--- src/rtl/mul_pkg.sv ---
// Shared types and constants for the iterative radix-4 Booth multiplier.
// Latency: n/a (declarations only).
// Backpressure: n/a.
package mul_pkg;

    localparam int XLEN   = 32;
    localparam int EXT_W  = XLEN + 2;        // operand after sign/zero extension
    localparam int ACC_W  = XLEN + 4;        // accumulator, room for +/-2A plus sign
    localparam int MREG_W = EXT_W + 1;       // extended multiplier plus Booth guard bit
    localparam int PROD_W = 2 * XLEN;
    localparam int ITER   = XLEN / 2 + 1;    // Booth digits covering the 34-bit operand
    localparam int CNT_W  = $clog2(ITER + 1);

    // One-hot state encodings, in sequence order.
    localparam logic [3:0] ST_IDLE = 4'b0001;
    localparam logic [3:0] ST_INIT = 4'b0010;
    localparam logic [3:0] ST_CALC = 4'b0100;
    localparam logic [3:0] ST_DONE = 4'b1000;

    typedef enum logic [3:0] {
        IDLE = ST_IDLE,
        INIT = ST_INIT,
        CALC = ST_CALC,
        DONE = ST_DONE
    } state_t;

    // Booth digit selected by one multiplier triplet.
    typedef enum logic [2:0] {
        ZERO = 3'd0,
        POS1 = 3'd1,
        POS2 = 3'd2,
        NEG1 = 3'd3,
        NEG2 = 3'd4
    } booth_digit_t;

    // Radix-4 recoding of (m[i+1], m[i], m[i-1]).
    function automatic booth_digit_t booth_decode(input logic [2:0] trip);
        booth_digit_t d;
        case (trip)
            3'b001, 3'b010: d = POS1;
            3'b011:         d = POS2;
            3'b100:         d = NEG2;
            3'b101, 3'b110: d = NEG1;
            default:        d = ZERO;
        endcase
        return d;
    endfunction

    // Widen an operand to EXT_W bits; signed operands replicate their MSB.
    function automatic logic [EXT_W-1:0] extend_op(input logic [XLEN-1:0] v,
                                                   input logic            sgn);
        return {{(EXT_W - XLEN){sgn & v[XLEN-1]}}, v};
    endfunction

endpackage

--- src/rtl/booth_multiplier_if.sv ---
// Start/complete handshake and operand/result bus of the Booth multiplier.
// Latency: n/a (wiring only).
// Backpressure: none; the unit ignores start requests while busy.
interface booth_multiplier_if;
    import mul_pkg::*;

    logic            mul;
    logic            mul_signed;
    logic [XLEN-1:0] x;
    logic [XLEN-1:0] y;
    logic [XLEN-1:0] result_hi;
    logic [XLEN-1:0] result_lo;
    logic            complete;

    // Issue side: drives the request and operands, observes the result.
    modport master (
        output mul,
        output mul_signed,
        output x,
        output y,
        input  result_hi,
        input  result_lo,
        input  complete
    );

    // Multiplier side.
    modport slave (
        input  mul,
        input  mul_signed,
        input  x,
        input  y,
        output result_hi,
        output result_lo,
        output complete
    );

endinterface

--- src/rtl/booth_pp_gen.sv ---
// Radix-4 Booth partial-product generator: triplet + multiplicand -> PP bits and carry-in.
// Latency: combinational.
// Backpressure: none.
module booth_pp_gen
    import mul_pkg::*;
(
    input  logic [2:0]       triplet,
    input  logic [EXT_W-1:0] mcand,
    output logic [ACC_W-1:0] pp,
    output logic             cin
);

    booth_digit_t     digit;
    logic [ACC_W-1:0] a1;
    logic [ACC_W-1:0] a2;

    assign digit = booth_decode(triplet);
    assign a1    = {{2{mcand[EXT_W-1]}}, mcand};
    assign a2    = {mcand[EXT_W-1], mcand, 1'b0};

    // Select +/-A or +/-2A; negatives are inverted here and completed by cin in the adder.
    always_comb begin
        pp  = '0;
        cin = 1'b0;
        case (digit)
            POS1: pp = a1;
            POS2: pp = a2;
            NEG1: begin
                pp  = ~a1;
                cin = 1'b1;
            end
            NEG2: begin
                pp  = ~a2;
                cin = 1'b1;
            end
            default: begin
                pp  = '0;
                cin = 1'b0;
            end
        endcase
    end

endmodule

--- src/rtl/booth_multiplier.sv ---
// Iterative radix-4 Booth multiplier, 32x32 -> 64, signed or unsigned operands.
// Latency: fixed 19 cycles from the start edge to the complete strobe (INIT, 17x CALC, DONE).
// Backpressure: mul is only sampled in IDLE; requests while busy are dropped, not queued.
module booth_multiplier
    import mul_pkg::*;
(
    input  logic               mul_clk,
    input  logic               reset,
    booth_multiplier_if.slave  bus
);

    state_t            state;
    state_t            state_nxt;

    logic [XLEN-1:0]   x_q;
    logic [XLEN-1:0]   y_q;
    logic              sgn_q;

    logic [EXT_W-1:0]  mcand;
    logic [ACC_W-1:0]  acc;
    logic [MREG_W-1:0] mreg;
    logic [CNT_W-1:0]  cnt;

    logic [ACC_W-1:0]  pp;
    logic              pp_cin;
    logic [ACC_W-1:0]  sum;
    logic [ACC_W-1:0]  acc_nxt;
    logic [MREG_W-1:0] mreg_nxt;
    logic [PROD_W-1:0] product;
    logic              last_iter;

    logic [XLEN-1:0]   res_hi_q;
    logic [XLEN-1:0]   res_lo_q;
    logic              complete_q;

    booth_pp_gen u_pp_gen (
        .triplet (mreg[2:0]),
        .mcand   (mcand),
        .pp      (pp),
        .cin     (pp_cin)
    );

    // One Booth step: add the partial product, then shift {acc, mreg} right by two.
    assign sum       = acc + pp + ACC_W'(pp_cin);
    assign acc_nxt   = {{2{sum[ACC_W-1]}}, sum[ACC_W-1:2]};
    assign mreg_nxt  = {sum[1:0], mreg[MREG_W-1:2]};
    // After the final shift the low product bits sit in mreg above the guard bit.
    assign product   = {acc_nxt[PROD_W-EXT_W-1:0], mreg_nxt[MREG_W-1:1]};
    assign last_iter = (cnt == CNT_W'(1));

    // State register.
    always_ff @(posedge mul_clk or posedge reset) begin
        if (reset) begin
            state <= IDLE;
        end else begin
            state <= state_nxt;
        end
    end

    // Next-state sequencing: IDLE -> INIT -> CALC (ITER cycles) -> DONE -> IDLE.
    always_comb begin
        state_nxt = state;
        case (state)
            IDLE:    if (bus.mul) state_nxt = INIT;
            INIT:    state_nxt = CALC;
            CALC:    if (last_iter) state_nxt = DONE;
            DONE:    state_nxt = IDLE;
            default: state_nxt = IDLE;
        endcase
    end

    // Operand capture, accumulator/multiplier register setup and Booth iteration.
    always_ff @(posedge mul_clk or posedge reset) begin
        if (reset) begin
            x_q   <= '0;
            y_q   <= '0;
            sgn_q <= 1'b0;
            mcand <= '0;
            acc   <= '0;
            mreg  <= '0;
            cnt   <= '0;
        end else begin
            case (state)
                IDLE: begin
                    if (bus.mul) begin
                        x_q   <= bus.x;
                        y_q   <= bus.y;
                        sgn_q <= bus.mul_signed;
                    end
                end
                INIT: begin
                    mcand <= extend_op(x_q, sgn_q);
                    acc   <= '0;
                    mreg  <= {extend_op(y_q, sgn_q), 1'b0};
                    cnt   <= CNT_W'(ITER);
                end
                CALC: begin
                    acc  <= acc_nxt;
                    mreg <= mreg_nxt;
                    cnt  <= cnt - CNT_W'(1);
                end
                default: begin
                    cnt <= cnt;
                end
            endcase
        end
    end

    // Result and strobe are registered on the CALC -> DONE edge so both are valid in DONE.
    always_ff @(posedge mul_clk or posedge reset) begin
        if (reset) begin
            res_hi_q   <= '0;
            res_lo_q   <= '0;
            complete_q <= 1'b0;
        end else begin
            complete_q <= (state == CALC) && last_iter;
            if ((state == CALC) && last_iter) begin
                res_hi_q <= product[PROD_W-1:XLEN];
                res_lo_q <= product[XLEN-1:0];
            end
        end
    end

    assign bus.result_hi = res_hi_q;
    assign bus.result_lo = res_lo_q;
    assign bus.complete  = complete_q;

endmodule

--- src/flat_wrapper.sv ---
// flat-port wrapper written by rule: the top's interface ports become plain ports
module booth_multiplier_flat import mul_pkg::*;
  (mul_clk, reset, bus_mul, bus_mul_signed, bus_x, bus_y, bus_result_hi, bus_result_lo, bus_complete);
  booth_multiplier_if bus_i ();
  input  logic mul_clk;
  input  logic reset;
  input wire logic [$bits(bus_i.mul)-1:0] bus_mul;
  input wire logic [$bits(bus_i.mul_signed)-1:0] bus_mul_signed;
  input wire logic [$bits(bus_i.x)-1:0] bus_x;
  input wire logic [$bits(bus_i.y)-1:0] bus_y;
  output wire logic [$bits(bus_i.result_hi)-1:0] bus_result_hi;
  output wire logic [$bits(bus_i.result_lo)-1:0] bus_result_lo;
  output wire logic [$bits(bus_i.complete)-1:0] bus_complete;
  assign bus_i.mul = bus_mul;
  assign bus_i.mul_signed = bus_mul_signed;
  assign bus_i.x = bus_x;
  assign bus_i.y = bus_y;
  assign bus_result_hi = bus_i.result_hi;
  assign bus_result_lo = bus_i.result_lo;
  assign bus_complete = bus_i.complete;
  booth_multiplier u_core (.mul_clk(mul_clk), .reset(reset), .bus(bus_i));
endmodule
--- config.mk ---
export PLATFORM = sky130hd
export DESIGN_NAME = booth_multiplier_flat
export DESIGN_NICKNAME = d
export VERILOG_FILES = /design/src/rtl/mul_pkg.sv /design/src/rtl/booth_multiplier_if.sv /design/src/rtl/booth_pp_gen.sv /design/src/rtl/booth_multiplier.sv /design/src/flat_wrapper.sv
export SDC_FILE = /design/constraint.sdc
export NUM_CORES = 1
export LEC_CHECK = 0
export BUFFER_PORTS_ARGS = -buffer_cell sky130_fd_sc_hd__buf_2
export CORE_ASPECT_RATIO = 0.7
export CORE_MARGIN = 2
export CORE_UTILIZATION = 59
export CTS_CLUSTER_SIZE = 25
export DETAILED_ROUTE_END_ITERATION = 10
export GPL_ROUTABILITY_DRIVEN = 0
export PLACE_DENSITY = 0.8
export SYNTH_ARGS = -nofsm -noshare
export SYNTH_HDL_FRONTEND = slang
export SYNTH_SLANG_ARGS = --single-unit
--- constraint.sdc ---
create_clock -name mul_clk -period 10 [get_ports mul_clk]
set_input_delay 1.5 -clock mul_clk [delete_from_list [all_inputs] [get_ports mul_clk]]
set_output_delay 1.5 -clock mul_clk [all_outputs]
set_load 0.02 [all_outputs]
======== Yosys cells after proc, flatten, opt, wreduce, memory -nomap -nowiden ========
Cells that the tools add are included.
cells by class
  magnitude comparators ................... 0
  multiplexer cells ....................... 9
  equal/unequal tests ..................... 16
  multiply operators ...................... 0
  divide/modulo/power cells ............... 0
  bitwise gates (word level) .............. 4
  add/subtract/negate cells ............... 3
  shifts and indexed selects .............. 0
  reduce and logical (&&, ||, !) cells .... 7
operator list
  cell                 count
  $pmux 36 s4          1
  $not 36->36          2
  $pmux 36 s2          1
  $pmux 35 s2          1
  $add 36x1->36        1
  $add 36x36->36       1
  $eq 3x2->1 const B   4
  $eq 3x3->1 const B   4
  $pmux 3 s4           1
  $pmux 4 s3           1
  $pmux 5 s2           1
  $mux 4               2
  $eq 3x1->1 const B   2
  $reduce_or 2->1      3
  $eq 5x1->1 const B   1
  $sub 5x1->5 const B  1
  $eq 4x1->1 const B   1
  $eq 4x2->1 const B   1
  $eq 4x3->1 const B   1
  $reduce_and 2->1     2
  $and 1x1->1          2
  $ne 2x1->1 const B   1
  $ne 2x2->1 const B   1
  $reduce_bool 2->1    1
  2 further kinds      2
storage, ports and cells
  RAM bits ................................ 0
  memories ................................ 0
  latch bits .............................. 0
  ROM bits ................................ 0
  register bits ........................... 243
  bits of input ports ..................... 68

======== Depth between registers and ports, before layout ========
Gate-level depths: netlist of run 1.
  depth after elaboration ................. 8
  mapped depth ............................ 15

======== Cells and area by module ========
Synthesis of run 1 repeated with hierarchy kept, for this count alone.
second synthesis, totals
  cell total of the unflattened synthesis .. 1336
  area total of the unflattened synthesis .. 12224.2 µm²
by module, submodules not included
  module            seq. area each (µm²)  area each (µm²)  instances  cells each
  booth_multiplier  6032.0                10933.0          1          1200
  booth_pp_gen      0.0                   1291.2           1          136

======== Least setup slack after synthesis of run 1 ========
Ideal clock, no wire load.
  path type ............................... reg2reg
  start point ............................. reg u_core.mreg[2]
  end point ............................... reg u_core.res_hi_q[28], in the netlist u_core.bus.result_hi[28]
  clock period less this slack ............ 3345 ps
  setup time .............................. 125 ps
  slack ................................... 6655 ps
  cell stages (with the launch flop) ...... 15
  arrival time ............................ 3220 ps
  path buffers ............................ 2
  cell sequence ........................... dfrtp_1 -> clkbuf_1 -> buf_1 -> xor2_1 -> a22oi_1 -> o21ai_0 -> ha_1 -> a21o_1 -> a211o_1 -> o21a_4 -> o211ai_1 -> o211a_1 -> o21ai_1 -> xor2_1 -> mux2_2
on the way
  longest elaborated chain between the ends .. 7
  elaborated cells between the ends (all ways) .. 18
  those cells by class .................... add/sub: 2; eq/ne: 10; mux: 3; reduce/logical: 3
ends and longest elaborated chain
  what                                                   line                                        RTL
  from (decl)                                            booth_multiplier.sv:21                      logic [MREG_W-1:0] mreg;
  from (signal assigned)                                 booth_multiplier.sv:94                      mreg <= {extend_op(y_q, sgn_q), 1'b0};
  from (signal assigned)                                 booth_multiplier.sv:99                      mreg <= mreg_nxt;
  $eq 3x3->1 (tied with other cells)                     mul_pkg.sv:39                               case (trip)
  $reduce_or 2->1                                        mul_pkg.sv:39
  $pmux 3 s4 (*)                                         mul_pkg.sv:39
  $eq 3x3->1 (tied with other cells)                     booth_pp_gen.sv:25                          case (digit)
  $pmux 36 s4 / $reduce_or 2->1 (equally long branches)  --
  $add 36x36->36 / $mux 1 (equally long branches)        booth_multiplier.sv:44, booth_pp_gen.sv:25
  $add 36x1->36 (*)                                      booth_multiplier.sv:44                      assign sum = acc + pp + ACC_W'(pp_cin);
  to (signal assigned)                                   booth_multiplier.sv:118                     res_hi_q <= product[PROD_W-1:XLEN];
  to (decl)                                              booth_multiplier.sv:32                      logic [XLEN-1:0] res_hi_q;
Every way passes the cells marked *; elsewhere a longest branch is shown, timed or not.
A chain may end at the register's enable or synchronous reset.

======== Final worst setup path of run 1 ========
Ends and elaborated chain as after synthesis.

==> results of run 1 <==
## synthesized netlist by cell type, types with 15 or more instances
cell type | count | share of area
nand2_1 | 307 | 0.099
xnor2_1 | 18 | 0.013
o21ai_0 | 69 | 0.030
a22oi_1 | 61 | 0.039
inv_1 | 15 | 0.0048
ha_1 | 35 | 0.037
a22o_1 | 21 | 0.016
nand3_1 | 16 | 0.0069
a21oi_1 | 39 | 0.017
nor2_1 | 20 | 0.0064
mux2_2 | 85 | 0.082
xor2_1 | 46 | 0.034
dfrtp_1 | 240 | 0.51
clkbuf_1 | 45 | 0.014
## worst register-to-register path: cells and delay by family, from the launching register on
kind            cells  cell delay [ns]
compound gates      6             1.31
flops               1             0.35
simple gates        3             1.30
xor+xnor            1             0.11
mux                 1             0.27
buf+inv             1             0.52
fa+ha+maj           1             0.46
## state kept, by name (all words and copies together) (netlist names)
register,cells
u_core.mreg,35
u_core.acc,34
u_core.mcand,33
u_core.bus.result_hi,32
u_core.bus.result_lo,32
u_core.x_q,32
u_core.y_q,32
u_core.cnt,5
u_core.state,4
u_core.bus.complete,1
u_core.sgn_q,1
## worst paths after layout
path / start / end / slack [ns] / cells past startpoint
max in group asynchronous: reset / u_core.mreg[2] / 7.47 / 3
min in group asynchronous: reset / u_core.x_q[1] / 1.13 / 2
min reg2reg: u_core.x_q[16] / u_core.mcand[16] / 0.46 / 2
max reg2reg: u_core.mreg[2] / u_core.bus.result_hi[28] / 5.58 / 13
max: u_core.mreg[2] / u_core.bus.result_hi[28] / 5.58 / 13
min: u_core.x_q[16] / u_core.mcand[16] / 0.46 / 2
## final cells by class
class | instances | area, µm²
Antenna cell | 1 | 2.50
Clock buffer | 34 | 707
Tap cell | 270 | 338
Fill cell | 1547 | 6260
Sequential cell | 241 | 6030
Inverter | 16 | 67.6
Timing Repair Buffer | 144 | 751
Clock inverter | 7 | 71.3
Multi-Input combinational cell | 822 | 5360
## kinds of logic after synthesis
kind of cell,after synthesis,synth area share
compound gates,249,0.146
xor+xnor,64,0.0480
fa+ha+maj,37,0.0409
buf+inv,77,0.0282
flops,241,0.516
mux,87,0.0841
simple gates,385,0.136
## power breakdown
group / internal, µW / switching (µW) / leakage, µW / total, µW
combinational: 758 / 1140 / 0.00334 / 1900
clock: 517 / 371 / 0.000390 / 887
sequential: 1360 / 292 / 0.00311 / 1650
total: 2630 / 1810 / 0.00684 / 4440
## per-layer routing
layer,share of wire,GRT usage
met3,0.067,0.0452
met1,0.48,0.410
met2,0.44,0.404
met4,0.023,0.0646
met5,0,0
## per-stage QoR
step / worst slack [ns] / instances / hold WS, ns / instance area, µm²
after CTS: 5.64 / 1534 / 0.461 / 13300
after global routing: 5.30 / 1534 / 0.493 / 13300
after detailed placement: 5.68 / 1493 / 0.452 / 12500
after floorplan: 1.89 / 1140 / 0.435 / 11700
after global placement: 5.88 / 1493 / 0.447 / 12500
final: 5.58 / 1535 / 0.464 / 13300
==> impl_metrics.xml, run 1 <==
<?xml version="1.0" encoding="UTF-8"?>
<metrics>
  <group name="floorplanning">
    <metric name="fp.dieH" unit="µm">122</metric>
    <metric name="std_cell_rows" unit="">43</metric>
    <metric name="initial_utilization" unit="">0.596</metric>
    <metric name="die_area" unit="µm²">21000</metric>
    <metric name="design.core.area" unit="µm²">19600</metric>
    <metric name="die_width" unit="µm">172</metric>
    <metric name="num_io_pins" unit="">133</metric>
  </group>
  <group name="setup_path">
    <metric name="cp_slowest_stage_delay" unit="ns">0.82</metric>
    <metric name="crit_chain" unit="">buf_4 -&gt; nand2_1 -&gt; nor2_1 -&gt; a221oi_1 -&gt; fa_1 -&gt; nand2b_1 -&gt; a21oi_1 -&gt; o21a_4 -&gt; o211ai_1 -&gt; o211a_1 -&gt; o21ai_1 -&gt; xor2_1 -&gt; mux2_2</metric>
    <metric name="critical_path_peak_fanout" unit="">43</metric>
    <metric name="critPathBufInv" unit="">1</metric>
    <metric name="crit_required" unit="ns">10.40</metric>
    <metric name="critPathTopFamily" unit="">compound AO/OA/AOI/OAI gates</metric>
    <metric name="worstSetupEndpointType" unit="">flip-flop</metric>
    <metric name="critical_path.slowest_cell" unit="">nand2_1</metric>
    <metric name="start_kind" unit="">flip-flop</metric>
    <metric name="critPathKind" unit="">flip-flop to flip-flop</metric>
    <metric name="cp.arrival" unit="ns">4.82</metric>
  </group>
  <group name="synth">
    <metric name="synthFlopType" unit="">dfrtp_1</metric>
    <metric name="synth_area_per_cell" unit="µm²">10.2</metric>
    <metric name="ys_async_sr_fraction" unit="">1.00</metric>
    <metric name="ys.warnings.count" unit="">0</metric>
    <metric name="synth.cell_area" unit="µm²">11700</metric>
    <metric name="netlist_instances" unit="">1140</metric>
    <metric name="synth_nets" unit="">1245</metric>
    <metric name="synth_edf_count" unit="">0</metric>
    <metric name="synth_seq_area_share" unit="">0.516</metric>
    <metric name="synth.ff_latch_count" unit="">241</metric>
    <metric name="ys_types" unit="">66</metric>
  </group>
  <group name="final_layout">
    <metric name="final_layout_size_suffix_gt1_frac" unit="">0.235</metric>
    <metric name="utilization" unit="">0.680</metric>
    <metric name="layout_common_cells" unit="">307 x nand2_1, 239 x dfrtp_1, 132 x buf_2</metric>
    <metric name="mostFrequentLayoutCell" unit="">nand2_1</metric>
    <metric name="final_net_count" unit="">1353</metric>
    <metric name="area_overhead_vs_synth" unit="%">14.1</metric>
  </group>
  <group name="timing">
    <metric name="rsz0062_at_grt" unit="">false</metric>
    <metric name="hold_violations" unit="">0</metric>
    <metric name="finClkSkew" unit="ns">0.0126</metric>
    <metric name="post-route-min-period" unit="ns">4.42</metric>
    <metric name="timing.final.setup_violations" unit="">0</metric>
    <metric name="fmaxAchievable" unit="MHz">226</metric>
    <metric name="post-route-period-util" unit="">0.442</metric>
    <metric name="timing.setup.tns" unit="ns">0</metric>
    <metric name="timing.final.max_slew_violations" unit="">0</metric>
    <metric name="maxSlewHeadroom" unit="">0.255</metric>
    <metric name="least_margin_pin_slew" unit="ns">1.12</metric>
  </group>
  <group name="clocking">
    <metric name="cts_tree" unit="">yes</metric>
    <metric name="cts-root-buf" unit="">clkbuf_16</metric>
    <metric name="hold_buffers" unit="">0</metric>
    <metric name="cts.reportedPaths.clkPinSlew" unit="ns">0.06</metric>
    <metric name="insertion_delay" unit="ns">0.52</metric>
    <metric name="cts_buffers" unit="">23</metric>
    <metric name="postCtsSetupRepairBufs" unit="">0</metric>
    <metric name="cts-resized-gates" unit="">0</metric>
    <metric name="clockBufferDepth" unit="">3</metric>
    <metric name="cts_h_tree_depth" unit="">1</metric>
    <metric name="cts.sinks" unit="">241</metric>
  </group>
  <group name="grt">
    <metric name="grt.total_usage" unit="">0.268</metric>
    <metric name="grt_pass1_vias" unit="">8869</metric>
    <metric name="grt-ovfl-total" unit="">0</metric>
    <metric name="grt_pass1_wl" unit="µm">45000</metric>
    <metric name="grt_start_max_net_pins" unit="">116</metric>
    <metric name="number_of_antenna_violations_at_the_first_check_in_global_routing" unit="">0</metric>
  </group>
  <group name="routing">
    <metric name="first_drt_pass_iteration_count" unit="">5</metric>
    <metric name="routed-via-count" unit="">8957</metric>
    <metric name="ant_nets" unit="">0</metric>
    <metric name="post_drt_wl_per_cell" unit="µm">17.9</metric>
    <metric name="dr.first_iter.drc_count" unit="">759</metric>
    <metric name="viasPerCell" unit="">5.84</metric>
    <metric name="route.final.wire_length" unit="µm">27500</metric>
    <metric name="remaining_drc_errors" unit="">0</metric>
  </group>
  <group name="power_and_ir_drop">
    <metric name="vdd_ir_drop_max" unit="V">0.000174</metric>
    <metric name="power-per-cell-area" unit="nW/µm²">333</metric>
    <metric name="p_total" unit="µW">4440</metric>
    <metric name="lkg_pwr" unit="µW">0.00684</metric>
  </group>
  <group name="place">
    <metric name="place_hpwl" unit="µm">17600</metric>
    <metric name="port-buffer-count" unit="">132</metric>
  </group>
  <group name="worst_hold_path">
    <metric name="worstHoldPathType" unit="">flip-flop to flip-flop</metric>
  </group>
  <group name="job">
    <metric name="maxCapViolations" unit="">0</metric>
  </group>
  <group name="outcome">
    <metric name="outcome" unit="">complete, no violations</metric>
  </group>
</metrics>
(Power assumes the default switching activity.)
==> inputs of run 2 (changes only) <==
CORE_UTILIZATION = 53   (was 59)
PLACE_DENSITY = 0.76   (was 0.8)
clock period = 3.8 ns   (was 10 ns; I/O delays follow)
==> run 2 against run 1 <==
Net effect: die area up 11%; sequential share of layout area down 0.55 points; highest routed layer unchanged; worst hold slack worse by 0.20 ns; non-clock buffer count up 12; fmax up 22%; largest power group unchanged; via count up 0.48%; combinational power rose to 2.6 times the previous value; clock-buffer cell count down 3; critical path type unchanged.
==> impl_metrics.xml, run 2 (synthesis gave the netlist of run 1 again) <==
<?xml version="1.0" encoding="UTF-8"?>
<metrics>
  <group name="floorplanning">
    <metric name="initial_utilization" unit="">0.539</metric>
    <metric name="die_area" unit="µm²">23300</metric>
    <metric name="fp.dieH" unit="µm">128</metric>
    <metric name="std_cell_rows" unit="">45</metric>
    <metric name="die_width" unit="µm">181</metric>
    <metric name="num_io_pins" unit="">133</metric>
    <metric name="design.core.area" unit="µm²">21700</metric>
  </group>
  <group name="place">
    <metric name="place_hpwl" unit="µm">17900</metric>
    <metric name="port-buffer-count" unit="">132</metric>
    <metric name="placed_cells" unit="">1517</metric>
    <metric name="preCtsSetupSlack" unit="ns">0.190</metric>
  </group>
  <group name="outcome">
    <metric name="outcome" unit="">complete, no violations</metric>
  </group>
  <group name="setup_path">
    <metric name="critPathKind" unit="">flip-flop to flip-flop</metric>
    <metric name="crit_required" unit="ns">4.20</metric>
    <metric name="cp.arrival" unit="ns">4.02</metric>
    <metric name="rr_startpoint" unit="">u_core.mreg[0]</metric>
    <metric name="cp_slowest_stage_delay" unit="ns">0.47</metric>
    <metric name="crit_path_frequent_cell" unit="">fa_1</metric>
    <metric name="regToRegSetupSlack" unit="ns">0.18</metric>
    <metric name="crit_chain" unit="">nor2_1 -&gt; nor2b_1 -&gt; o21ai_0 -&gt; a21oi_1 -&gt; fa_1 -&gt; inv_1 -&gt; fa_1 -&gt; nand2b_1 -&gt; a21oi_2 -&gt; o21a_4 -&gt; o211ai_1 -&gt; o211a_1 -&gt; o31ai_1 -&gt; mux2i_1 -&gt; nand2_1</metric>
    <metric name="start_kind" unit="">flip-flop</metric>
    <metric name="r2r_cells" unit="">15</metric>
    <metric name="worstSetupEndpointType" unit="">flip-flop</metric>
    <metric name="timing.rr.end" unit="">u_core.acc[30]</metric>
    <metric name="critical_path_peak_fanout" unit="">5</metric>
    <metric name="critical_path.slowest_cell" unit="">dfrtp_1</metric>
  </group>
  <group name="power_and_ir_drop">
    <metric name="vdd_ir_drop_max" unit="V">0.000473</metric>
    <metric name="lkg_pwr" unit="µW">0.00691</metric>
    <metric name="power-per-cell-area" unit="nW/µm²">872</metric>
  </group>
  <group name="clocking">
    <metric name="insertion_delay" unit="ns">0.52</metric>
    <metric name="cts-root-buf" unit="">clkbuf_16</metric>
    <metric name="cts.reportedPaths.clkPinSlew" unit="ns">0.07</metric>
    <metric name="cts-resized-gates" unit="">0</metric>
    <metric name="cts.sinks" unit="">241</metric>
    <metric name="cts_tree" unit="">yes</metric>
    <metric name="clockBufferDepth" unit="">3</metric>
    <metric name="hold_buffers" unit="">0</metric>
    <metric name="postCtsSetupRepairBufs" unit="">0</metric>
    <metric name="cts_buffers" unit="">24</metric>
    <metric name="cts_h_tree_depth" unit="">1</metric>
  </group>
  <group name="timing">
    <metric name="hold_violations" unit="">0</metric>
    <metric name="fin_worst_hold_slack" unit="ns">0.265</metric>
    <metric name="maxSlewHeadroom" unit="">0.193</metric>
    <metric name="rsz0062_at_grt" unit="">false</metric>
    <metric name="fmaxAchievable" unit="MHz">276</metric>
    <metric name="post-route-min-period" unit="ns">3.62</metric>
    <metric name="finClkSkew" unit="ns">0.0143</metric>
    <metric name="post-route-period-util" unit="">0.952</metric>
    <metric name="timing.setup.tns" unit="ns">0</metric>
    <metric name="timing.final.max_slew_violations" unit="">0</metric>
    <metric name="least_margin_pin_slew" unit="ns">1.21</metric>
    <metric name="least_setup_slack_across_all_paths_after_layout" unit="ns">0.181</metric>
    <metric name="timing.final.setup_violations" unit="">0</metric>
  </group>
  <group name="grt">
    <metric name="grt.total_usage" unit="">0.239</metric>
    <metric name="grt_pass1_wl" unit="µm">45200</metric>
    <metric name="grt_start_max_net_pins" unit="">69</metric>
    <metric name="number_of_antenna_violations_at_the_first_check_in_global_routing" unit="">0</metric>
    <metric name="grt-ovfl-total" unit="">0</metric>
    <metric name="grt_pass1_vias" unit="">8797</metric>
  </group>
  <group name="routing">
    <metric name="routed-via-count" unit="">9000</metric>
    <metric name="route.final.wire_length" unit="µm">27400</metric>
    <metric name="ant_nets" unit="">0</metric>
    <metric name="post_drt_wl_per_cell" unit="µm">17.6</metric>
    <metric name="dr.first_iter.drc_count" unit="">788</metric>
    <metric name="first_drt_pass_iteration_count" unit="">5</metric>
    <metric name="remaining_drc_errors" unit="">0</metric>
    <metric name="viasPerCell" unit="">5.77</metric>
  </group>
  <group name="final_layout">
    <metric name="mostFrequentLayoutCell" unit="">nand2_1</metric>
    <metric name="largest_reg_flops" unit="">35</metric>
    <metric name="antenna-diode-count" unit="">0</metric>
    <metric name="reg.largest.list" unit="">u_core.mreg: 35 flops, u_core.acc: 34 flops, u_core.mcand: 33 flops</metric>
    <metric name="utilization" unit="">0.623</metric>
    <metric name="layout_common_cells" unit="">306 x nand2_1, 238 x dfrtp_1, 132 x buf_2</metric>
    <metric name="area_overhead_vs_synth" unit="%">15.6</metric>
    <metric name="final_net_count" unit="">1366</metric>
    <metric name="stdcell_count" unit="">1559</metric>
    <metric name="regMostFlops" unit="">u_core.mreg</metric>
    <metric name="final_layout_size_suffix_gt1_frac" unit="">0.244</metric>
  </group>
  <group name="job">
    <metric name="maxCapViolations" unit="">0</metric>
  </group>
  <group name="worst_hold_path">
    <metric name="worstHoldPathType" unit="">input port to async pin</metric>
  </group>
</metrics>
run 2: changes by cell type in the layout (fill, tap and decap cells not counted), moves of 2 or more:
cell	change
buf_12	+2
buf_4	+9
bufinv_16	+2
clkbuf_1	+2
clkbuf_16	+2
clkbuf_8	-7
clkinv_2	+2
clkinvlp_4	+3
inv_6	-2
run 2: worst max-delay path, delay by kind of cell (launching register included):
kind            cells  cell delay (ns)
compound gates      7             1.53
fa+ha+maj           2             0.64
simple gates        4             0.55
flops               1             0.47
mux                 1             0.23
buf+inv             1             0.06
run 2: through the flow:
stage	total power [µW]	area, µm²
after floorplan	7980	11700
final	11800	13500
after global placement	9080	12700
after CTS	11800	13500
after global routing	12600	13500
after detailed placement	9250	12700
run 2: cell type report:
class | count | area [µm²]
clock buffers | 31 | 668
well taps | 282 | 353
flip-flops and latches | 241 | 6040
repair buffers | 156 | 870
clock inverters | 11 | 139
multi-input cells | 822 | 5370
fillers | 1731 | 8180
inverters | 16 | 63.8
run 2: worst max path at each step:
stage | from | slack [ns] | to
after global placement | u_core.mreg[2] | 0.35 | u_core.bus.result_hi[29]
after CTS | u_core.mreg[1] | 0.14 | u_core.acc[30]
after detailed placement | u_core.mreg[1] | 0.19 | u_core.acc[30]
after global routing | u_core.mreg[0] | 0.007 | u_core.acc[30]
after floorplan | reset | 0.07 | u_core.acc[0]
final | u_core.mreg[0] | 0.18 | u_core.acc[30]
run 2: where the power goes:
group | leakage, µW | internal [µW] | switching, µW
Sequential | 0.00311 | 3580 | 770
Combinational | 0.00341 | 2040 | 2950
Clock | 0.000394 | 1450 | 998
Total | 0.00691 | 7060 | 4710
run 2: routing by layer:
layer,wire length (µm),GRT usage,part of all wire
met3,1680,0.0324,0.061
met2,11800,0.357,0.43
met4,438,0.0545,0.016
met1,13400,0.372,0.49
met5,0,0,0
==> inputs of run 3 (changes only) <==
CELL_PAD_IN_SITES_DETAIL_PLACEMENT = 1   (was not set)
CELL_PAD_IN_SITES_GLOBAL_PLACEMENT = 1   (was not set)
CORE_UTILIZATION = 46   (was 53)
MAX_ROUTING_LAYER = met4   (was not set)
PLACE_DENSITY = not set   (was 0.76)
PLACE_DENSITY_LB_ADDON = 0.1   (was not set)
clock period = 4.1 ns   (was 3.8 ns; I/O delays follow)
==> run 3 against run 2 <==
Net effect: the flow now finishes with violations (DRC); worst setup slack better by 0.18 ns; first-iteration DRC count fell by 19%; register-to-register slack improved by 0.18 ns; cell count increased by 2.9%; clock skew fell by 0.0048 ns; sequential power down 7.1%; largest cell class unchanged.
==> impl_metrics.xml, run 3 (synthesis gave the netlist of run 1 again) <==
<?xml version="1.0" encoding="UTF-8"?>
<metrics>
  <group name="outcome">
    <metric name="outcome" unit="">finished with violations</metric>
    <metric name="failing_checks" unit="">DRC</metric>
  </group>
  <group name="final_layout">
    <metric name="reg.largest.list" unit="">u_core.mreg: 35 flops, u_core.acc: 34 flops, u_core.mcand: 33 flops</metric>
    <metric name="utilization" unit="">0.548</metric>
    <metric name="final_layout_size_suffix_gt1_frac" unit="">0.242</metric>
    <metric name="largest_reg_flops" unit="">35</metric>
    <metric name="regMostFlops" unit="">u_core.mreg</metric>
    <metric name="final_net_count" unit="">1366</metric>
    <metric name="layout_common_cells" unit="">307 x nand2_1, 239 x dfrtp_1, 132 x buf_2</metric>
    <metric name="area_overhead_vs_synth" unit="%">16.4</metric>
    <metric name="mostFrequentLayoutCell" unit="">nand2_1</metric>
    <metric name="fillers" unit="">2762</metric>
  </group>
  <group name="setup_path">
    <metric name="critPathTopFamily" unit="">compound AO/OA/AOI/OAI gates</metric>
    <metric name="r2r_cells" unit="">15</metric>
    <metric name="regToRegSetupSlack" unit="ns">0.36</metric>
    <metric name="timing.rr.end" unit="">u_core.bus.result_hi[28]</metric>
    <metric name="rr_startpoint" unit="">u_core.mreg[1]</metric>
    <metric name="critPathBufInv" unit="">1</metric>
    <metric name="crit_required" unit="ns">4.51</metric>
    <metric name="crit_chain" unit="">nor2_1 -&gt; nor2b_1 -&gt; o21ai_0 -&gt; a21oi_1 -&gt; fa_1 -&gt; inv_1 -&gt; fa_1 -&gt; nand2b_1 -&gt; a21oi_1 -&gt; o21a_4 -&gt; o211ai_1 -&gt; o211a_1 -&gt; o21ai_1 -&gt; xor2_1 -&gt; mux2_2</metric>
    <metric name="critical_path.slowest_cell" unit="">dfrtp_1</metric>
    <metric name="start_kind" unit="">flip-flop</metric>
    <metric name="cp.arrival" unit="ns">4.15</metric>
    <metric name="critical_path_peak_fanout" unit="">5</metric>
    <metric name="worstSetupEndpointType" unit="">flip-flop</metric>
    <metric name="crit_start" unit="">u_core.mreg[1]</metric>
    <metric name="critPathKind" unit="">flip-flop to flip-flop</metric>
    <metric name="cp_slowest_stage_delay" unit="ns">0.50</metric>
  </group>
  <group name="clocking">
    <metric name="postCtsSetupRepairBufs" unit="">0</metric>
    <metric name="cts-root-buf" unit="">clkbuf_16</metric>
    <metric name="cts-resized-gates" unit="">0</metric>
    <metric name="hold_buffers" unit="">0</metric>
    <metric name="cts_h_tree_depth" unit="">1</metric>
    <metric name="cts_buffers" unit="">25</metric>
    <metric name="cts.sinks" unit="">241</metric>
    <metric name="cts.reportedPaths.clkPinSlew" unit="ns">0.07</metric>
    <metric name="clockBufferDepth" unit="">3</metric>
    <metric name="cts_tree" unit="">yes</metric>
    <metric name="insertion_delay" unit="ns">0.53</metric>
  </group>
  <group name="timing">
    <metric name="post-route-period-util" unit="">0.912</metric>
    <metric name="finClkSkew" unit="ns">0.00948</metric>
    <metric name="fmaxAchievable" unit="MHz">268</metric>
    <metric name="hold_violations" unit="">0</metric>
    <metric name="maxSlewHeadroom" unit="">0.261</metric>
    <metric name="timing.final.max_slew_violations" unit="">0</metric>
    <metric name="timing.final.setup_violations" unit="">0</metric>
    <metric name="least_margin_pin_slew" unit="ns">1.11</metric>
    <metric name="timing.setup.tns" unit="ns">0</metric>
    <metric name="post-route-min-period" unit="ns">3.74</metric>
    <metric name="rsz0062_at_grt" unit="">false</metric>
  </group>
  <group name="grt">
    <metric name="grt_start_max_net_pins" unit="">107</metric>
    <metric name="grt.total_usage" unit="">0.248</metric>
    <metric name="grt-ovfl-total" unit="">0</metric>
    <metric name="grt_pass1_vias" unit="">9371</metric>
    <metric name="number_of_antenna_violations_at_the_first_check_in_global_routing" unit="">2</metric>
    <metric name="grt_pass1_wl" unit="µm">51500</metric>
  </group>
  <group name="place">
    <metric name="port-buffer-count" unit="">132</metric>
    <metric name="place_hpwl" unit="µm">21100</metric>
  </group>
  <group name="floorplanning">
    <metric name="num_io_pins" unit="">133</metric>
    <metric name="initial_utilization" unit="">0.471</metric>
    <metric name="fp.dieH" unit="µm">137</metric>
    <metric name="std_cell_rows" unit="">48</metric>
    <metric name="die_area" unit="µm²">26700</metric>
    <metric name="die_width" unit="µm">194</metric>
    <metric name="design.core.area" unit="µm²">24800</metric>
  </group>
  <group name="routing">
    <metric name="viasPerCell" unit="">5.62</metric>
    <metric name="post_drt_wl_per_cell" unit="µm">19.5</metric>
    <metric name="first_drt_pass_iteration_count" unit="">8</metric>
    <metric name="dr.first_iter.drc_count" unit="">639</metric>
    <metric name="route.final.wire_length" unit="µm">31300</metric>
    <metric name="ant_nets" unit="">0</metric>
    <metric name="routed-via-count" unit="">9012</metric>
    <metric name="remaining_drc_errors" unit="">7</metric>
  </group>
  <group name="power_and_ir_drop">
    <metric name="vdd_ir_drop_max" unit="V">0.000416</metric>
    <metric name="lkg_pwr" unit="µW">0.00693</metric>
    <metric name="power-per-cell-area" unit="nW/µm²">823</metric>
    <metric name="p_total" unit="µW">11200</metric>
  </group>
  <group name="job">
    <metric name="maxCapViolations" unit="">0</metric>
  </group>
  <group name="worst_hold_path">
    <metric name="worstHoldPathType" unit="">input port to async pin</metric>
  </group>
</metrics>
==> run 3: worst max-delay path by stage <==
stage	end	slack, ns	cells past startpoint
after global routing	u_core.acc[30]	0.07	15
final	u_core.bus.result_hi[28]	0.36	15
after CTS	u_core.acc[13]	0.36	15
after floorplan	u_core.acc[0]	0.32	1
after global placement	u_core.acc[13]	0.51	15
after detailed placement	u_core.acc[23]	0.41	15
==> run 3: report_power, final <==
part           internal [µW]  switching, µW  total [µW]
combinational           1910           2860        4760
clock                   1430            939        2370
sequential              3320            728        4040
==> run 3: metrics by stage <==
step	cells	hold WS [ns]	setup slack [ns]	cell area (µm²)
after floorplan	1140	0.435	0.324	11700
after global placement	1559	0.443	0.512	12700
after detailed placement	1559	0.454	0.415	12700
after CTS	1603	0.225	0.360	13600
after global routing	1604	0.254	0.0713	13600
final	1604	0.210	0.362	13600
==> run 3: layout make-up <==
class / count / area, µm² / area share
Tap cell: 325 / 407 / 0.0299
Timing Repair Buffer: 155 / 858 / 0.0632
Multi-Input combinational cell: 822 / 5370 / 0.395
Clock inverter: 7 / 113 / 0.00829
Antenna cell: 1 / 2.50 / 0.000184
Sequential cell: 241 / 6030 / 0.444
Clock buffer: 37 / 741 / 0.0545
Inverter: 16 / 63.8 / 0.00470
==> run 3: per-layer routing <==
layer | vias to the layer above | track usage | part of all wire
met5 | - | - | 0
met4 | 0 | 0.0483 | 0.014
met3 | 40 | 0.0311 | 0.043
met2 | 170 | 0.364 | 0.44
met1 | 4589 | 0.371 | 0.50
li1 | 4213 | - | -
